File: src/rtl/vga_pkg.sv
// vga_pkg: VGA 640x480@60 timing and tile-grid constants.
// Shared by the superpixel timing generator and its pixel divider.
package vga_pkg;

  localparam int VGA_H_VIS  = 640;
  localparam int VGA_H_FP   = 16;
  localparam int VGA_H_SYNC = 96;
  localparam int VGA_H_BP   = 48;
  localparam int VGA_H_TOTAL =
    VGA_H_VIS + VGA_H_FP + VGA_H_SYNC + VGA_H_BP;
  localparam int VGA_HS_START = VGA_H_VIS + VGA_H_FP;
  localparam int VGA_HS_END   = VGA_HS_START + VGA_H_SYNC - 1;

  localparam int VGA_V_VIS  = 480;
  localparam int VGA_V_FP   = 10;
  localparam int VGA_V_SYNC = 2;
  localparam int VGA_V_BP   = 33;
  localparam int VGA_V_TOTAL =
    VGA_V_VIS + VGA_V_FP + VGA_V_SYNC + VGA_V_BP;
  localparam int VGA_VS_START = VGA_V_VIS + VGA_V_FP;
  localparam int VGA_VS_END   = VGA_VS_START + VGA_V_SYNC - 1;

  localparam int TILE_BITS = 5;
  localparam int GRID_W    = 20;
  localparam int GRID_H    = 15;

  localparam int CNT_W = 10;
  localparam int XSP_W = 5;
  localparam int YSP_W = 4;
  localparam int SUB_W = TILE_BITS;

  typedef logic [CNT_W-1:0] cnt_t;
  typedef logic [CNT_W:0]   fcnt_t;

  typedef struct packed {
    logic             valid;
    logic [XSP_W-1:0] xsp;
    logic [YSP_W-1:0] ysp;
    logic [SUB_W-1:0] xsub;
    logic [SUB_W-1:0] ysub;
  } fetch_t;

endpackage

File: src/rtl/pixel_tick_div.sv
// pixel_tick_div: system clock to pixel tick divider.
// Emits a registered one-clock pulse every CLK_DIV clocks.
module pixel_tick_div
  import vga_pkg::*;
#(
  parameter int CLK_DIV = 2
) (
  input  logic clk,
  input  logic reset,
  output logic pixTick
);

  localparam int CW = (CLK_DIV > 1) ? $clog2(CLK_DIV) : 1;
  localparam logic [CW-1:0] LAST = CW'(CLK_DIV - 1);

  logic [CW-1:0] cnt_q, cnt_d;
  logic          tick_q;

  // Divider wraps at CLK_DIV-1.
  always_comb begin
    cnt_d = cnt_q + 1'b1;
    if (cnt_q == LAST) cnt_d = '0;
  end

  // Tick pulse registered off the wrap.
  always_ff @(posedge clk or negedge reset) begin
    if (!reset) begin
      cnt_q  <= '0;
      tick_q <= 1'b0;
    end else begin
      cnt_q  <= cnt_d;
      tick_q <= (cnt_q == LAST);
    end
  end

  assign pixTick = tick_q;

endmodule

File: src/rtl/vga_superpixel_timing.sv
// vga_superpixel_timing: 640x480 beam counters, syncs and
// tile fetch coordinates running LOOKAHEAD pixels ahead.
module vga_superpixel_timing
  import vga_pkg::*;
#(
  parameter int CLK_DIV   = 2,
  parameter int LOOKAHEAD = 2,
  parameter int H_VIS     = VGA_H_VIS,
  parameter int H_FP      = VGA_H_FP,
  parameter int H_SYNC    = VGA_H_SYNC,
  parameter int H_BP      = VGA_H_BP,
  parameter int V_VIS     = VGA_V_VIS,
  parameter int V_FP      = VGA_V_FP,
  parameter int V_SYNC    = VGA_V_SYNC,
  parameter int V_BP      = VGA_V_BP
) (
  input  logic             clk,
  input  logic             reset,
  output logic             pixTick,
  output logic [CNT_W-1:0] hCount,
  output logic [CNT_W-1:0] vCount,
  output logic             active,
  output logic             hsync,
  output logic             vsync,
  output logic             frameStart,
  output logic             fetchValid,
  output logic [XSP_W-1:0] xSupPix,
  output logic [YSP_W-1:0] ySupPix,
  output logic [SUB_W-1:0] xSub,
  output logic [SUB_W-1:0] ySub
);

  localparam int H_TOTAL = H_VIS + H_FP + H_SYNC + H_BP;
  localparam int V_TOTAL = V_VIS + V_FP + V_SYNC + V_BP;

  localparam cnt_t  H_LAST  = cnt_t'(H_TOTAL - 1);
  localparam cnt_t  V_LAST  = cnt_t'(V_TOTAL - 1);
  localparam cnt_t  H_VIS_C = cnt_t'(H_VIS);
  localparam cnt_t  V_VIS_C = cnt_t'(V_VIS);
  localparam cnt_t  HS_LO   = cnt_t'(H_VIS + H_FP);
  localparam cnt_t  HS_HI   = cnt_t'(H_VIS + H_FP + H_SYNC - 1);
  localparam cnt_t  VS_LO   = cnt_t'(V_VIS + V_FP);
  localparam cnt_t  VS_HI   = cnt_t'(V_VIS + V_FP + V_SYNC - 1);
  localparam fcnt_t H_TOT_W = fcnt_t'(H_TOTAL);
  localparam fcnt_t LA_W    = fcnt_t'(LOOKAHEAD);

  logic   tick;
  cnt_t   h_q, h_d, v_q, v_d;
  logic   active_q, hs_q, vs_q, fs_q;
  fetch_t fetch_q, fetch_d;
  fcnt_t  f_sum;
  cnt_t   col, line;

  pixel_tick_div #(
    .CLK_DIV(CLK_DIV)
  ) u_div (
    .clk    (clk),
    .reset  (reset),
    .pixTick(tick)
  );

  // Beam advances one pixel per tick, wrapping line and frame.
  always_comb begin
    h_d = h_q;
    v_d = v_q;
    if (tick) begin
      if (h_q == H_LAST) begin
        h_d = '0;
        v_d = (v_q == V_LAST) ? '0 : v_q + 1'b1;
      end else begin
        h_d = h_q + 1'b1;
      end
    end
  end

  // Fetch point leads the beam and may spill into next line.
  always_comb begin
    f_sum = fcnt_t'(h_d) + LA_W;
    col   = f_sum[CNT_W-1:0];
    line  = v_d;
    if (f_sum >= H_TOT_W) begin
      col  = cnt_t'(f_sum - H_TOT_W);
      line = (v_d == V_LAST) ? '0 : v_d + 1'b1;
    end
    fetch_d       = '0;
    fetch_d.valid = (col < H_VIS_C) && (line < V_VIS_C);
    if (fetch_d.valid) begin
      fetch_d.xsp  = col[CNT_W-1:TILE_BITS];
      fetch_d.xsub = col[TILE_BITS-1:0];
      fetch_d.ysp  = line[TILE_BITS+YSP_W-1:TILE_BITS];
      fetch_d.ysub = line[TILE_BITS-1:0];
    end
  end

  // All decodes register on the tick edge; async clear to idle.
  always_ff @(posedge clk or negedge reset) begin
    if (!reset) begin
      h_q      <= '0;
      v_q      <= '0;
      active_q <= 1'b0;
      hs_q     <= 1'b1;
      vs_q     <= 1'b1;
      fs_q     <= 1'b0;
      fetch_q  <= '0;
    end else begin
      fs_q <= tick && (h_d == '0) && (v_d == '0);
      if (tick) begin
        h_q      <= h_d;
        v_q      <= v_d;
        active_q <= (h_d < H_VIS_C) && (v_d < V_VIS_C);
        hs_q     <= !((h_d >= HS_LO) && (h_d <= HS_HI));
        vs_q     <= !((v_d >= VS_LO) && (v_d <= VS_HI));
        fetch_q  <= fetch_d;
      end
    end
  end

  assign pixTick    = tick;
  assign hCount     = h_q;
  assign vCount     = v_q;
  assign active     = active_q;
  assign hsync      = hs_q;
  assign vsync      = vs_q;
  assign frameStart = fs_q;
  assign fetchValid = fetch_q.valid;
  assign xSupPix    = fetch_q.xsp;
  assign ySupPix    = fetch_q.ysp;
  assign xSub       = fetch_q.xsub;
  assign ySub       = fetch_q.ysub;

endmodule

File: config.mk
export PLATFORM = sky130hd
export DESIGN_NAME = vga_superpixel_timing
export DESIGN_NICKNAME = d
export VERILOG_FILES = /design/src/rtl/vga_pkg.sv /design/src/rtl/pixel_tick_div.sv /design/src/rtl/vga_superpixel_timing.sv
export SDC_FILE = /design/constraint.sdc
export NUM_CORES = 1
export LEC_CHECK = 0
export ABC_AREA = 0
export CORE_MARGIN = 3
export CORE_UTILIZATION = 45
export CTS_CLUSTER_SIZE = 28
export DETAILED_ROUTE_END_ITERATION = 8
export GPL_ROUTABILITY_DRIVEN = 0
export PLACE_DENSITY = 0.68
export SLEW_MARGIN = 20
export SYNTH_ARGS = -nofsm -noshare
export SYNTH_HDL_FRONTEND = slang
export SYNTH_SLANG_ARGS = --single-unit
File: constraint.sdc
create_clock -name clk -period 7 [get_ports clk]
set_clock_uncertainty 0.1 [all_clocks]
set_input_delay 0.7 -clock clk [delete_from_list [all_inputs] [get_ports clk]]
set_output_delay 0.7 -clock clk [all_outputs]
set_load 0.02 [all_outputs]
==> reports/metrics.csv <==
metric,value,unit
run status,finished clean,
Worst-path clk slew,0.09,ns
max_slew headroom,35.15,%
Synth area leaders,"dfrtp_1 32%, o2bb2ai_2 3.9%, inv_1 3.3%",
CP Data Required Time,7.05,ns
number of global-route vias before repair,3085,
worst-path fanout max,17,
CTS Buffer Depth,2,
type of element capturing the critical path,flop,
Detail Placement HPWL,6614,microns
CTS resizes,0,
initial antenna violation count,0,
Final nets,425,
CTS tree,yes,
Max Cap Viol,0,
max-slew violation count,0,
hold depth,0,
worst vdd ir,0.09482,mV
Hold Path Class,reg2reg,
Reg2Reg Depth,17,
Fin. Hold Viols,0,
hold_buf cts,0,
crit path capture,ySub[2]$_DFFE_PN0P_,
post-synthesis async set-or-reset flop share,100.0,%
"Distinct cells, synth",75,
setup_tns,0,ns
# H-tree levels,2,
Area Growth Syn to Fin,15.97,%
CTS Buf Count,5,
Leakage,0.001512,uW
GRT Util Overall,22.01,%
CP Data Arrival Time,5.51,ns
DRT Wirelength,9146,microns
pre-CTS setup slack,1.574,ns
Vias/cell,6.095,
RR Startpoint,hCount[0]$_DFFE_PN0P_,
WL/cell,17.76,microns
critical path type,reg2reg,
Yosys top cell area share,32.09,%
drt pass-1 iters,5,
R2R Setup Slk,1.54,ns
Main synth FF type,dfrtp_1,
worst skew pair latency,0.30,ns
die width,93.32,microns
Reg-to-Reg End,ySub[2]$_DFFE_PN0P_,
Via Count,3139,
Root Buffer,clkbuf_8,
FP Rows,31,
most common cell in the synthesized netlist,dfrtp_1,
RSZ-0062 raised after global routing,no,
final cycle utilization of the critical path,78.01,%
Die Span Y,93.32,microns
achievable frequency,183.1,MHz
largest net degree at the start of global routing,47,
Pwr Density,119.3,nW/um^2
Worst Hold Slack,0.2865,ns
CP startpoint,hCount[0]$_DFFE_PN0P_,
"FF+latch count, synth",46,
Fill cells,707,
"area leader, netlist",dfrtp_1,
first-pass GRT wire length,15350,microns
Synth top cells by count,"44 x dfrtp_1, 30 x inv_1, 30 x nor2_1",
post-synth net total,393,
Synth warnings,0,
Starting Density,46.80,%
final worst setup slack,1.539,ns
antenna cells,0,
worst-margin pin slew,0.9704,ns
Worst setup SP type,flop,
post-CTS setup buffers,0,
"Seq/Total Area, Yosys",33.63,%
number of synthesized flops with an enable pin,0,
Mapped Cells,383,
initial DRC count,393,
CORE AREA,7331,sq um
"Cell Area, Synth",3431,sq um
"Avg Cell Area, Syn",8.958,sq um
grt ovf,0,
Tmin final,5.461,ns
# setup viols final,0,
Final ANT Viol Nets,0,
die area,8708,sq um
Remaining DRCs,0,
Port Buffer Count,46,
Ports,47,
CTS sink cnt,46,
Hold Crit Start,u_div.cnt_q$_DFF_PN0_,
fraction of layout cells with a size suffix above 1,11.78,%
-- layout by cell type (no fill, tap or decap), types with 3 or more instances in the layout --
master,n
clkdlybuf4s50_1,45
dfrtp_1,44
inv_1,30
nor2_1,30
nand2_1,24
a21oi_1,22
o21ai_0,17
nand3_1,16
and2_1,11
xnor2_1,10
nor4_1,10
o2bb2ai_2,9
o2bb2ai_1,8
ha_1,8
nor3_1,7
nand4_1,7
o21a_1,5
xor2_1,5
clkbuf_8,5
nand4b_1,4
mux2_2,4
nor4b_1,4
and3_1,4
mux2i_1,4
o31ai_1,4
o32ai_1,4
o21ai_1,3
or4_1,3
nor3b_1,3
a211oi_1,3
or3_1,3
a31oi_1,3
nor2b_1,3
a32o_1,3
-- worst min-delay path by stage --
stage,to,slack [ns]
detailed placement,u_div.pixTick$_DFF_PN0_,0.27
global placement,u_div.pixTick$_DFF_PN0_,0.26
CTS,u_div.pixTick$_DFF_PN0_,0.29
finish,u_div.pixTick$_DFF_PN0_,0.29
global route,u_div.pixTick$_DFF_PN0_,0.30
floorplan,u_div.pixTick$_DFF_PN0_,0.25
-- kinds of logic (layout without fill, tap and decap cells) --
group	after synthesis	after routing	share of synthesized area (%)
multiplexers	8	8	2.480
AND/OR/NAND/NOR	146	146	24.36
adder cells (fa/ha/maj)	8	8	2.918
buffers and inverters	53	86	7.804
XOR/XNOR	15	15	3.829
flip-flops	46	46	33.63
AO/OA/AOI/OAI	107	107	24.98
-- sequential cells by signal (all words and copies together), names as in the netlist --
signal,cells
u_div.pixTick,1
hCount,10
xSub,5
frameStart,1
ySub,5
vCount,10
fetchValid,1
active,1
ySupPix,4
hsync,1
vsync,1
xSupPix,5
u_div.cnt_q,1
-- power by group --
| part | internal, uW | switching [uW] | total, uW |
|---|---|---|---|
| Combinational | 0.363 | 5.19 | 5.55 |
| Clock | 107 | 96.7 | 203 |
| Sequential | 266 | 0 | 266 |
-- per-stage QoR --
stage               util (%)  instances  cell area [sq um]  power (uW)
floorplan                  -        383               3431       270.9
global placement       52.74        507               3866       276.6
detailed placement     52.74        507               3866       276.7
CTS                    54.24        515               3976       477.8
global route           54.28        515               3979       493.9
finish                 54.28        515               3979       474.5
-- area by class of cell --
type / instances / area, sq um / share of cell area [%]
clock buffers: 6 / 72.57 / 1.824
clock inverters: 2 / 37.54 / 0.9434
inverters: 31 / 116.4 / 2.925
multi-input cells: 284 / 2009 / 50.50
flip-flops and latches: 46 / 1154 / 28.99
well taps: 99 / 123.9 / 3.113
repair buffers: 47 / 465.4 / 11.70
-- worst max-delay path: stages (launching register included) --
cell and delay (ns):
dfrtp_1 0.55, ha_1 0.51, nand3_1 0.22, or3_4 0.42, and2_1 0.17, ha_1 0.26
and2_1 0.18, o2bb2ai_1 0.11, a21oi_1 0.15, mux2_2 0.21, inv_1 0.06, ha_1 0.20
o21a_1 0.17, a32o_1 0.39, or3_1 0.40, xor2_1 0.18, o311ai_4 0.81, o32ai_1 0.21
-- metal layers --
| metal | GRT usage [%] | up-vias | share of wire (%) |
|---|---|---|---|
| met5 | 0 | - | 0 |
| met4 | 5.250 | 0 | 1.4 |
| met1 | 31.18 | 1538 | 47 |
| li1 | - | 1478 | - |
| met3 | 2.896 | 12 | 5.3 |
| met2 | 35.62 | 111 | 46 |
(Power assumes the default switching activity.)
